### src/rtl/powlib_pkg.sv
// Shared width helpers and lane index/amount types for the mfifo slice.
// Latency: none (compile-time functions and types only).
// Backpressure: not applicable.
package powlib_pkg;

    typedef int unsigned lane_idx_t;   // lane number, 0..CHANNELS-1
    typedef int unsigned amount_t;     // depths, counts and bit widths

    // Pointer width; a depth of 1 still needs one bit.
    function automatic amount_t ptr_w(input amount_t depth);
        return (depth > 1) ? amount_t'($clog2(depth)) : 1;
    endfunction

    // Fill-count width: one extra bit so that "full" (== depth) fits.
    function automatic amount_t lvl_w(input amount_t depth);
        return amount_t'($clog2(depth)) + 1;
    endfunction

    // Lane-index width; a single lane still gets a one-bit index.
    function automatic amount_t idx_w(input amount_t channels);
        return (channels > 1) ? amount_t'($clog2(channels)) : 1;
    endfunction

endpackage

### src/rtl/mfifo_lane.sv
// One mfifo lane: circular buffer with write/read pointers, fill level and flush.
// Latency: written entry visible on head_dat_o the cycle after the write edge.
// Backpressure: wr_rdy_o drops when full; writes to a full lane are ignored.
module mfifo_lane
    import powlib_pkg::*;
#(
    parameter int WIDTH = 32,
    parameter int DEPTH = 32
) (
    input  logic                           clock,
    input  logic                           reset,
    input  logic                           flush_i,
    input  logic                           wr_vld_i,
    input  logic [WIDTH-1:0]               wr_dat_i,
    input  logic                           rd_en_i,
    output logic                           wr_rdy_o,
    output logic                           empty_o,
    output logic [WIDTH-1:0]               head_dat_o,
    output logic [int'(lvl_w(DEPTH))-1:0]  level_o
);

    localparam int              PW       = int'(ptr_w(DEPTH));
    localparam int              LW       = int'(lvl_w(DEPTH));
    localparam logic [PW-1:0]   LAST_PTR = PW'(DEPTH - 1);
    localparam logic [LW-1:0]   FULL_LVL = LW'(DEPTH);

    logic [WIDTH-1:0] mem_q [DEPTH];
    logic [PW-1:0]    wptr_q, wptr_d;
    logic [PW-1:0]    rptr_q, rptr_d;
    logic [LW-1:0]    level_q, level_d;
    logic             wr_fire, rd_fire;

    assign wr_rdy_o   = (level_q != FULL_LVL);
    assign empty_o    = (level_q == '0);
    // A flush drops any same-cycle write or read on this lane.
    assign wr_fire    = wr_vld_i && wr_rdy_o && !flush_i;
    assign rd_fire    = rd_en_i && !empty_o && !flush_i;
    // Unregistered read port straight into the output register upstream.
    assign head_dat_o = mem_q[rptr_q];
    assign level_o    = level_q;

    // Next pointers and fill level: flush clears, otherwise advance with wrap.
    always_comb begin
        wptr_d  = wptr_q;
        rptr_d  = rptr_q;
        level_d = level_q;
        if (flush_i) begin
            wptr_d  = '0;
            rptr_d  = '0;
            level_d = '0;
        end else begin
            if (wr_fire) wptr_d = (wptr_q == LAST_PTR) ? '0 : wptr_q + PW'(1);
            if (rd_fire) rptr_d = (rptr_q == LAST_PTR) ? '0 : rptr_q + PW'(1);
            case ({wr_fire, rd_fire})
                2'b10:   level_d = level_q + LW'(1);
                2'b01:   level_d = level_q - LW'(1);
                default: level_d = level_q;
            endcase
        end
    end

    // Pointer and level registers.
    always_ff @(posedge clock) begin
        if (reset) begin
            wptr_q  <= '0;
            rptr_q  <= '0;
            level_q <= '0;
        end else begin
            wptr_q  <= wptr_d;
            rptr_q  <= rptr_d;
            level_q <= level_d;
        end
    end

    // Storage array, deliberately not reset so it maps onto distributed RAM.
    always_ff @(posedge clock) begin
        if (wr_fire) mem_q[wptr_q] <= wr_dat_i;
    end

endmodule

### src/rtl/mfifo.sv
// Multi-lane FIFO: CHANNELS lanes merged round-robin into one output register.
// Latency: one cycle from write edge to out_valid at the earliest (no bypass).
// Backpressure: per-lane in_ready when not full; out_ready stalls the output register.
module mfifo
    import powlib_pkg::*;
#(
    parameter int WIDTH    = 32,
    parameter int DEPTH    = 32,
    parameter int CHANNELS = 4,
    parameter int RESERVED = 0
) (
    input  logic                                     clock,
    input  logic                                     reset,
    input  logic [CHANNELS-1:0]                      in_valid,
    input  logic [CHANNELS*WIDTH-1:0]                in_data,
    output logic [CHANNELS-1:0]                      in_ready,
    input  logic [CHANNELS-1:0]                      flush,
    output logic [CHANNELS-1:0]                      available,
    output logic [CHANNELS*int'(lvl_w(DEPTH))-1:0]   level,
    output logic                                     out_valid,
    output logic [WIDTH-1:0]                         out_data,
    output logic [int'(idx_w(CHANNELS))-1:0]         out_channel,
    input  logic                                     out_ready
);

    localparam int            LW        = int'(lvl_w(DEPTH));
    localparam int            IW        = int'(idx_w(CHANNELS));
    localparam logic [LW-1:0] AVAIL_LIM = LW'(DEPTH - RESERVED);

    logic [WIDTH-1:0]    head_dat [CHANNELS];
    logic [CHANNELS-1:0] lane_rdy, lane_empty, rd_en, eligible;
    logic [IW-1:0]       grant;
    logic                any_elig, load;

    logic                out_valid_q, out_valid_d;
    logic [WIDTH-1:0]    out_data_q, out_data_d;
    logic [IW-1:0]       out_channel_q, out_channel_d;
    logic [IW-1:0]       last_grant_q, last_grant_d;

    for (genvar i = 0; i < CHANNELS; i++) begin : g_lane
        mfifo_lane #(
            .WIDTH (WIDTH),
            .DEPTH (DEPTH)
        ) u_lane (
            .clock      (clock),
            .reset      (reset),
            .flush_i    (flush[i]),
            .wr_vld_i   (in_valid[i]),
            .wr_dat_i   (in_data[i*WIDTH +: WIDTH]),
            .rd_en_i    (rd_en[i]),
            .wr_rdy_o   (lane_rdy[i]),
            .empty_o    (lane_empty[i]),
            .head_dat_o (head_dat[i]),
            .level_o    (level[i*LW +: LW])
        );
        // Lanes are emptied by reset, so report ready throughout it.
        assign in_ready[i]  = reset || lane_rdy[i];
        assign available[i] = (level[i*LW +: LW] < AVAIL_LIM);
    end

    // A lane being flushed this cycle must not win the output register.
    assign eligible = ~lane_empty & ~flush;
    assign any_elig = |eligible;
    assign load     = (!out_valid_q || out_ready) && any_elig;
    assign rd_en    = load ? (CHANNELS'(1) << grant) : '0;

    // Round-robin arbiter: rotate so bit 0 is last_grant+1, take first set bit.
    always_comb begin
        logic [2*CHANNELS-1:0] dbl;
        logic [CHANNELS-1:0]   rot;
        logic                  found;
        grant = last_grant_q;
        found = 1'b0;
        dbl   = {eligible, eligible} >> (int'(last_grant_q) + 1);
        rot   = dbl[CHANNELS-1:0];
        for (int p = 0; p < CHANNELS; p++) begin
            if (!found && rot[0]) begin
                found = 1'b1;
                grant = IW'((int'(last_grant_q) + 1 + p) % CHANNELS);
            end
            rot = rot >> 1;
        end
    end

    // Output register: load on grant, else drain on out_ready, else hold.
    always_comb begin
        out_valid_d   = out_valid_q;
        out_data_d    = out_data_q;
        out_channel_d = out_channel_q;
        last_grant_d  = last_grant_q;
        if (load) begin
            out_valid_d   = 1'b1;
            out_data_d    = head_dat[grant];
            out_channel_d = grant;
            last_grant_d  = grant;
        end else if (out_ready) begin
            out_valid_d   = 1'b0;
        end
    end

    // Output and arbiter state; last_grant resets so lane 0 wins first.
    always_ff @(posedge clock) begin
        if (reset) begin
            out_valid_q   <= 1'b0;
            out_data_q    <= '0;
            out_channel_q <= '0;
            last_grant_q  <= IW'(CHANNELS - 1);
        end else begin
            out_valid_q   <= out_valid_d;
            out_data_q    <= out_data_d;
            out_channel_q <= out_channel_d;
            last_grant_q  <= last_grant_d;
        end
    end

    assign out_valid   = out_valid_q;
    assign out_data    = out_data_q;
    assign out_channel = out_channel_q;

endmodule

### config.mk
export PLATFORM = sky130hd
export DESIGN_NAME = mfifo
export DESIGN_NICKNAME = d
export VERILOG_FILES = /design/src/rtl/powlib_pkg.sv /design/src/rtl/mfifo_lane.sv /design/src/rtl/mfifo.sv
export SDC_FILE = /design/constraint.sdc
export NUM_CORES = 2
export LEC_CHECK = 0
export CAP_MARGIN = 20
export CORE_MARGIN = 10
export CORE_UTILIZATION = 55
export DETAILED_ROUTE_END_ITERATION = 10
export HOLD_SLACK_MARGIN = 0.05
export MAX_ROUTING_LAYER = met4
export PLACE_DENSITY = 0.71
export REMOVE_ABC_BUFFERS = 1
export SLEW_MARGIN = 20
export SYNTH_ARGS = -nofsm -noshare
export SYNTH_HDL_FRONTEND = slang
export SYNTH_SLANG_ARGS = --single-unit
### constraint.sdc
create_clock -name clock -period 9.7 [get_ports clock]
set_input_delay 0.97 -clock clock [delete_from_list [all_inputs] [get_ports clock]]
set_output_delay 0.97 -clock clock [all_outputs]
set_load 0.03 [all_outputs]
# Yosys cells after proc, flatten, opt, wreduce, memory -nomap -nowiden
# Memories as Yosys holds them, arrays and structs flattened. A register that Yosys moved wholly into a read port is not among the register bits.
# Index checks and enable logic that the tools add are counted.
totals:
  reg_bits: 101
  latch_bits: 0
  mem_bits_rw: 4096
  mem_bits_ro: 0
  inputBits: 139
  output_inout_bits: 67
  elab_cells: 163
  mem_count: 4
classes:
  addsub: 20
  multipliers: 0
  div_mod_pow: 0
  magnitude_cmp: 5
  n_eq_ne: 20
  shifts: 2
  muxes: 41
  n_bitwise: 4
  n_reduce_logical: 51
mem_list:
  columns: ["memory", "words", "word_bits", "rd", "rd_clocked_by_memory_dff", "write_ports", "line", "rtl"]
  rows:
  - ["g_lane[0].u_lane.mem_q", 32, 32, 1, 1, 1, "mfifo_lane.sv:27", "logic [WIDTH-1:0] mem_q [DEPTH];"]
  - ["g_lane[1].u_lane.mem_q", 32, 32, 1, 1, 1, "mfifo_lane.sv:27", null]
  - ["g_lane[2].u_lane.mem_q", 32, 32, 1, 1, 1, "mfifo_lane.sv:27", null]
  - ["g_lane[3].u_lane.mem_q", 32, 32, 1, 1, 1, "mfifo_lane.sv:27", null]
op_table:
  columns: ["operator", "count"]
  rows:
  - ["5-bit two-way mux", 16]
  - ["32-bit binary-select mux with 2-bit select", 1]
  - ["32-bit two-way mux", 2]
  - ["6-bit case mux with 2 select lines", 4]
  - ["5-bit by 1-bit adder with 5-bit output, second input constant", 8]
  - ["5-bit == test, second input constant", 8]
  - ["6-bit by 1-bit adder with 6-bit output, second input constant", 4]
  - ["6-bit zero test", 4]
  - ["6-bit less-than comparator, second input constant", 4]
  - ["6-bit != test, second input constant", 4]
  - ["6-bit by 1-bit subtractor with 6-bit output, second input constant", 4]
  - ["1-bit logical AND", 20]
  - ["1-bit two-way mux", 13]
  - ["1-bit zero test", 12]
  - ["2-bit nonzero test", 5]
  - ["2-bit by 1-bit == test with 1-bit output, second input constant", 4]
  - ["2-bit == test, second input constant", 4]
  - ["2-bit two-way mux", 4]
  - ["4-bit inverter", 2]
  - ["2-bit OR reduction", 4]
  - ["8-bit by 3-bit >> shifter with 4-bit output", 1]
  - ["2-bit adder, second input constant", 3]
  - ["1-bit logical OR", 5]
  - ["4-bit AND", 1]
  - ["other kinds (6)", 6]

# Logic depth before layout (Yosys ltp)
logic_depth:
  depth_word: 20
  depth_mapped: 19
  depth_no_buf: 16

# Modules after synthesis
# Synthesis repeated with hierarchy kept, for this count alone.
hier_totals:
  hier_cells: 8548
  hier_area_um2: 164547.8
modules_own_cells:
  columns: ["mod", "n_inst", "cells_per_inst", "area_each_um2"]
  rows:
  - ["mfifo_lane at g_lane[1].u_lane ...", 2, 2059, 40416.3]
  - ["mfifo_lane at g_lane[3].u_lane", 1, 2066, 40451.3]
  - ["mfifo_lane at g_lane[0].u_lane", 1, 2058, 40422.5]
  - ["mfifo", 1, 306, 2841.5]

# Worst setup path before layout
# OpenSTA, ideal clock, no wires.
synth_timing:
  path_kind: "input to register"
  start: "input port flush[3]"
  end: "register g_lane[3].u_lane.level_q[4]"
  setup_time_ps: 128
  arrival_time_ps: 3862
  required_ps: 9572
  slack_ps: 5711
  path_stages: 17
  n_path_buf: 3
  path_cell_list: "a2111oi_4 a21oi_1 a21o_1 buf_6 buf_2 nor3_1 ha_1 clkbuf_1 xor2_1 ha_1 a21o_1 a21o_1 a22oi_1 o21a_1 nor2_1 xnor2_1 nor2_1"
synth_between:
  elab_chain_cells: 19
  word_cells_on_any_way: 29
  classes_between: "2 x eq/ne; 2 x shift; 9 x mux; 2 x bitwise; 14 x reduce/logical"
synth_lines:
  columns: ["item", "line", "rtl"]
  rows:
  - ["start: declaration", "mfifo.sv:17", "input logic [CHANNELS-1:0] flush,"]
  - ["4-bit inverter", "mfifo.sv:62", "assign eligible = ~lane_empty & ~flush;"]
  - ["4-bit AND", "mfifo.sv:62", null]
  - ["8-bit by 3-bit >> shifter with 4-bit output", "mfifo.sv:74", "dbl = {eligible, eligible} >> (int'(last_grant_q) + 1);"]
  - ["1-bit two-way mux", "mfifo.sv:77", "if (!found && rot[0]) begin"]
  - ["1-bit zero test", "mfifo.sv:77", null]
  - ["1-bit logical AND", "mfifo.sv:77", null]
  - ["1-bit two-way mux", "mfifo.sv:77", null]
  - ["1-bit zero test", "mfifo.sv:77", null]
  - ["(+2 left out)", null, null]
  - ["1-bit zero test", "mfifo.sv:77", null]
  - ["1-bit logical AND", "mfifo.sv:77", null]
  - ["2-bit two-way mux", "mfifo.sv:77", null]
  - ["1-bit by 2-bit << shifter with 4-bit output", "mfifo.sv:65", "assign rd_en = load ? (CHANNELS'(1) << grant) : '0;"]
  - ["4-bit two-way mux", "mfifo.sv:65", null]
  - ["1-bit logical AND (2 in a row)", "mfifo_lane.sv:37", "assign rd_fire = rd_en_i && !empty_o && !flush_i;"]
  - ["2-bit by 1-bit == test with 1-bit output or 2-bit == test (tied branches)", "mfifo_lane.sv:54", "case ({wr_fire, rd_fire})"]
  - ["6-bit case mux with 2 select lines or 2-bit nonzero test (tied branches)", null, null]
  - ["end signal: assignment", "mfifo_lane.sv:71", "level_q <= level_d;"]
  - ["end: declaration", "mfifo_lane.sv:30", "logic [LW-1:0] level_q, level_d;"]
# Parallel ways exist; a longest one is shown, timed or not.
# A chain may end at the register's enable or synchronous reset.

==> run metrics <==
Syn Inst Count 7644; Setup WS post-layout 4.51 ns; cell taking the most area after synthesis edfxtp_1; post-route cell area 184000 sq um; first drt pass iteration count 6; dpl ws approximately 4.1 ns; Horiz. Die Dim 564 microns; Max IR drop VDD 0.000176 V; Wirelength per Cell 32.5 microns; Cell Rows 199; Cell Pwr Density 200 nW/um^2; Register-to-Register Setup Slack 4.51 ns; max cap viols 0; slew margin rel. between 10% and 20%; first-pass GRT wire length between 500 and 600 mm; max frequency around 0.19 GHz; clk sinks 4217; Final Hold Vio Count 0; Tot Pwr about 37 mW; Yosys top cell area share 75.5%; CTS root buf clkbuf_16; clk slew on worst S/H paths 0.07 ns; synthesized area 163000 sq um; Worst Hold Depth 2; initial DRC count about 10000; Core Region 295000 sq um; synthesized flop and latch total 4217; final setup violation count 0; vias in the first global route 80500; routability cong. between 0.9 and 1; Critical Path End Type flop; vias about 80000; leakage 54.7 nW; crit start category flop; Yosys Warn Count 0; cts repair resizes 0; Port Buffer Count 205; Die H about 560 microns; Post-layout nets 8201; EDFF count, synth 4096; CTS tree yes; GRT Util Overall about a quarter; DP Area about 170000 sq um; sequential share of the synthesized area 77.0%; critical path arrival 5.97 ns; drt total wl 400 mm; largest net degree at the start of global routing 154; hpwl dp 224 mm; total congestion overflow 0; Worst Path Required between 10 and 15 ns; end-of-flow core utilization 62.3%; min-delay worst type flop to flop; run status finished, final reports clean; Tcrit/Tclk final a little over half; reg2reg path depth 9; routed vias/inst 6.52; dpl cells ~12000; htree depth 5; Non-Filler Instances 12300; Synth Flop Type edfxtp_1; DRC 0; Num CTS Buffers 410; Clock Tree Buf Depth 4; hold buffers post-CTS 0; max-slew violations 0; Synth async-reset ratio 0%; Distinct cells, synth 65; worst slew pin tran between 1 and 1.5 ns; post-route ant nets 0; clock skew 0.0663 ns; most frequent cells in the layout edfxtp_1 (4096), mux4_2 (960), mux2i_1 (493), clkbuf_16 (418), nor2_1 (212); area delta synth->final 12.6%; Top Ports 206; Tmin final approximately 5.2 ns; unrepaired setup endpoints after global routing no; CP max FO 152; post-CTS setup buffers 0; Layout fillers 19500; Setup Crit Path Kind flop to flop; Avg Synthesized Cell Area 21.3 sq um; synth top area cells edfxtp_1 (75%), mux4_2 (13%), mux2i_1 (3.0%), dfxtp_1 (1.5%), nor2_1 (0.79%); Die ar. approximately 320000 sq um; initial antenna violation count 46; Skew-Pair Late Insertion Delay 0.97 ns; initial core utilization approximately 55%; fraction of layout cells with a size suffix above 1 24.2%; most common cell after layout, fill and taps aside edfxtp_1
area by class of cell:
cell class | count | area [sq um] | area share (%)
diodes | 31 | 77.6 | 0.0423
clock buffers | 514 | 10900 | 5.94
clock inverters | 234 | 2230 | 1.22
inverters | 25 | 93.8 | 0.0511
multi-input cells | 2963 | 36600 | 19.9
flip-flops and latches | 4217 | 125000 | 68.4
well taps | 3919 | 4900 | 2.67
repair buffers | 405 | 3300 | 1.80
final timing paths:
kind                                             startpoint                           to
worst max-delay path                                   flop    out_data[16]$_SDFFE_PP0N_
worst min-delay path            out_channel[1]$_SDFFE_PP0N_  out_channel[1]$_SDFFE_PP0N_
worst max register to register                         flop    out_data[16]$_SDFFE_PP0N_
worst min register to register  out_channel[1]$_SDFFE_PP0N_  out_channel[1]$_SDFFE_PP0N_
routing by layer:
layer / track usage, % / up-vias / wire length [microns]
li1: - / 32800 / -
met1: 34.6 / 42500 / 152000
met2: 39.9 / 4231 / 193000
met3: 4.47 / 765 / 37000
met4: 9.69 / 0 / 18000
met5: - / - / 0
Yosys cell counts (all sizes together), types with 12 or more instances:
master / instances
a21o: 16
nor2: 342
xnor2: 12
or3: 17
edfxtp: 4096
a211oi: 101
a311oi: 34
buf: 219
clkbuf: 220
a221oi: 93
nor3: 140
nor2b: 76
a21oi: 91
mux4: 960
a22oi: 67
nand3b: 16
nand2: 122
xor2: 13
inv: 25
nand3: 46
ha: 40
o21ai: 155
dfxtp: 121
mux2i: 493
o41ai: 31
worst max-delay path: stages (launching register included):
cell	delay, ns
dfxtp_4	0.90
buf_12	0.73
buf_4	0.64
mux4_2	0.40
mux2i_1	0.16
nor2_1	0.06
nor3_1	0.71
nor3_1	0.11
nor3_1	1.01
a211oi_1	0.18
stage by stage:
| stage | hold WS [ns] | TNS [ns] |
|---|---|---|
| floorplan | 0.462 | -135.21 |
| global route | 0.485 | 0 |
| global placement | 0.457 | 0 |
| detailed placement | 0.457 | 0 |
| finish | 0.472 | 0 |
| CTS | 0.468 | 0 |
power breakdown:
| part | switching (mW) | leakage [nW] | internal (mW) |
|---|---|---|---|
| Clock | 6.67 | 6.43 | 8.90 |
| Combinational | 0.721 | 10.5 | 0.277 |
| Sequential | 0.0870 | 37.8 | 20.0 |
| Total | 7.48 | 54.7 | 29.2 |
registers in the layout, summed over array words and instances (netlist names), named ones only:
| name | count |
|---|---|
| g_lane.u_lane.level_o | 24 |
| g_lane.u_lane.mem_q | 4096 |
| g_lane.u_lane.rptr_q | 20 |
| g_lane.u_lane.wptr_q | 20 |
| last_grant_q | 2 |
| out_channel | 2 |
| out_data | 32 |
| out_valid | 1 |
cells by family (layout without fill, tap and decap cells):
| kind of cell | Yosys count | in the layout | synth area share (%) |
|---|---|---|---|
| compound gates | 617 | 617 | 2.61 |
| xor+xnor | 25 | 25 | 0.134 |
| fa+ha+maj | 40 | 40 | 0.307 |
| buf+inv | 464 | 1178 | 1.25 |
| flops | 4217 | 4217 | 77.0 |
| mux | 1456 | 1456 | 16.3 |
| other cells | 0 | 31 | 0 |
| simple gates | 825 | 825 | 2.41 |
(Power assumes the default switching activity.)
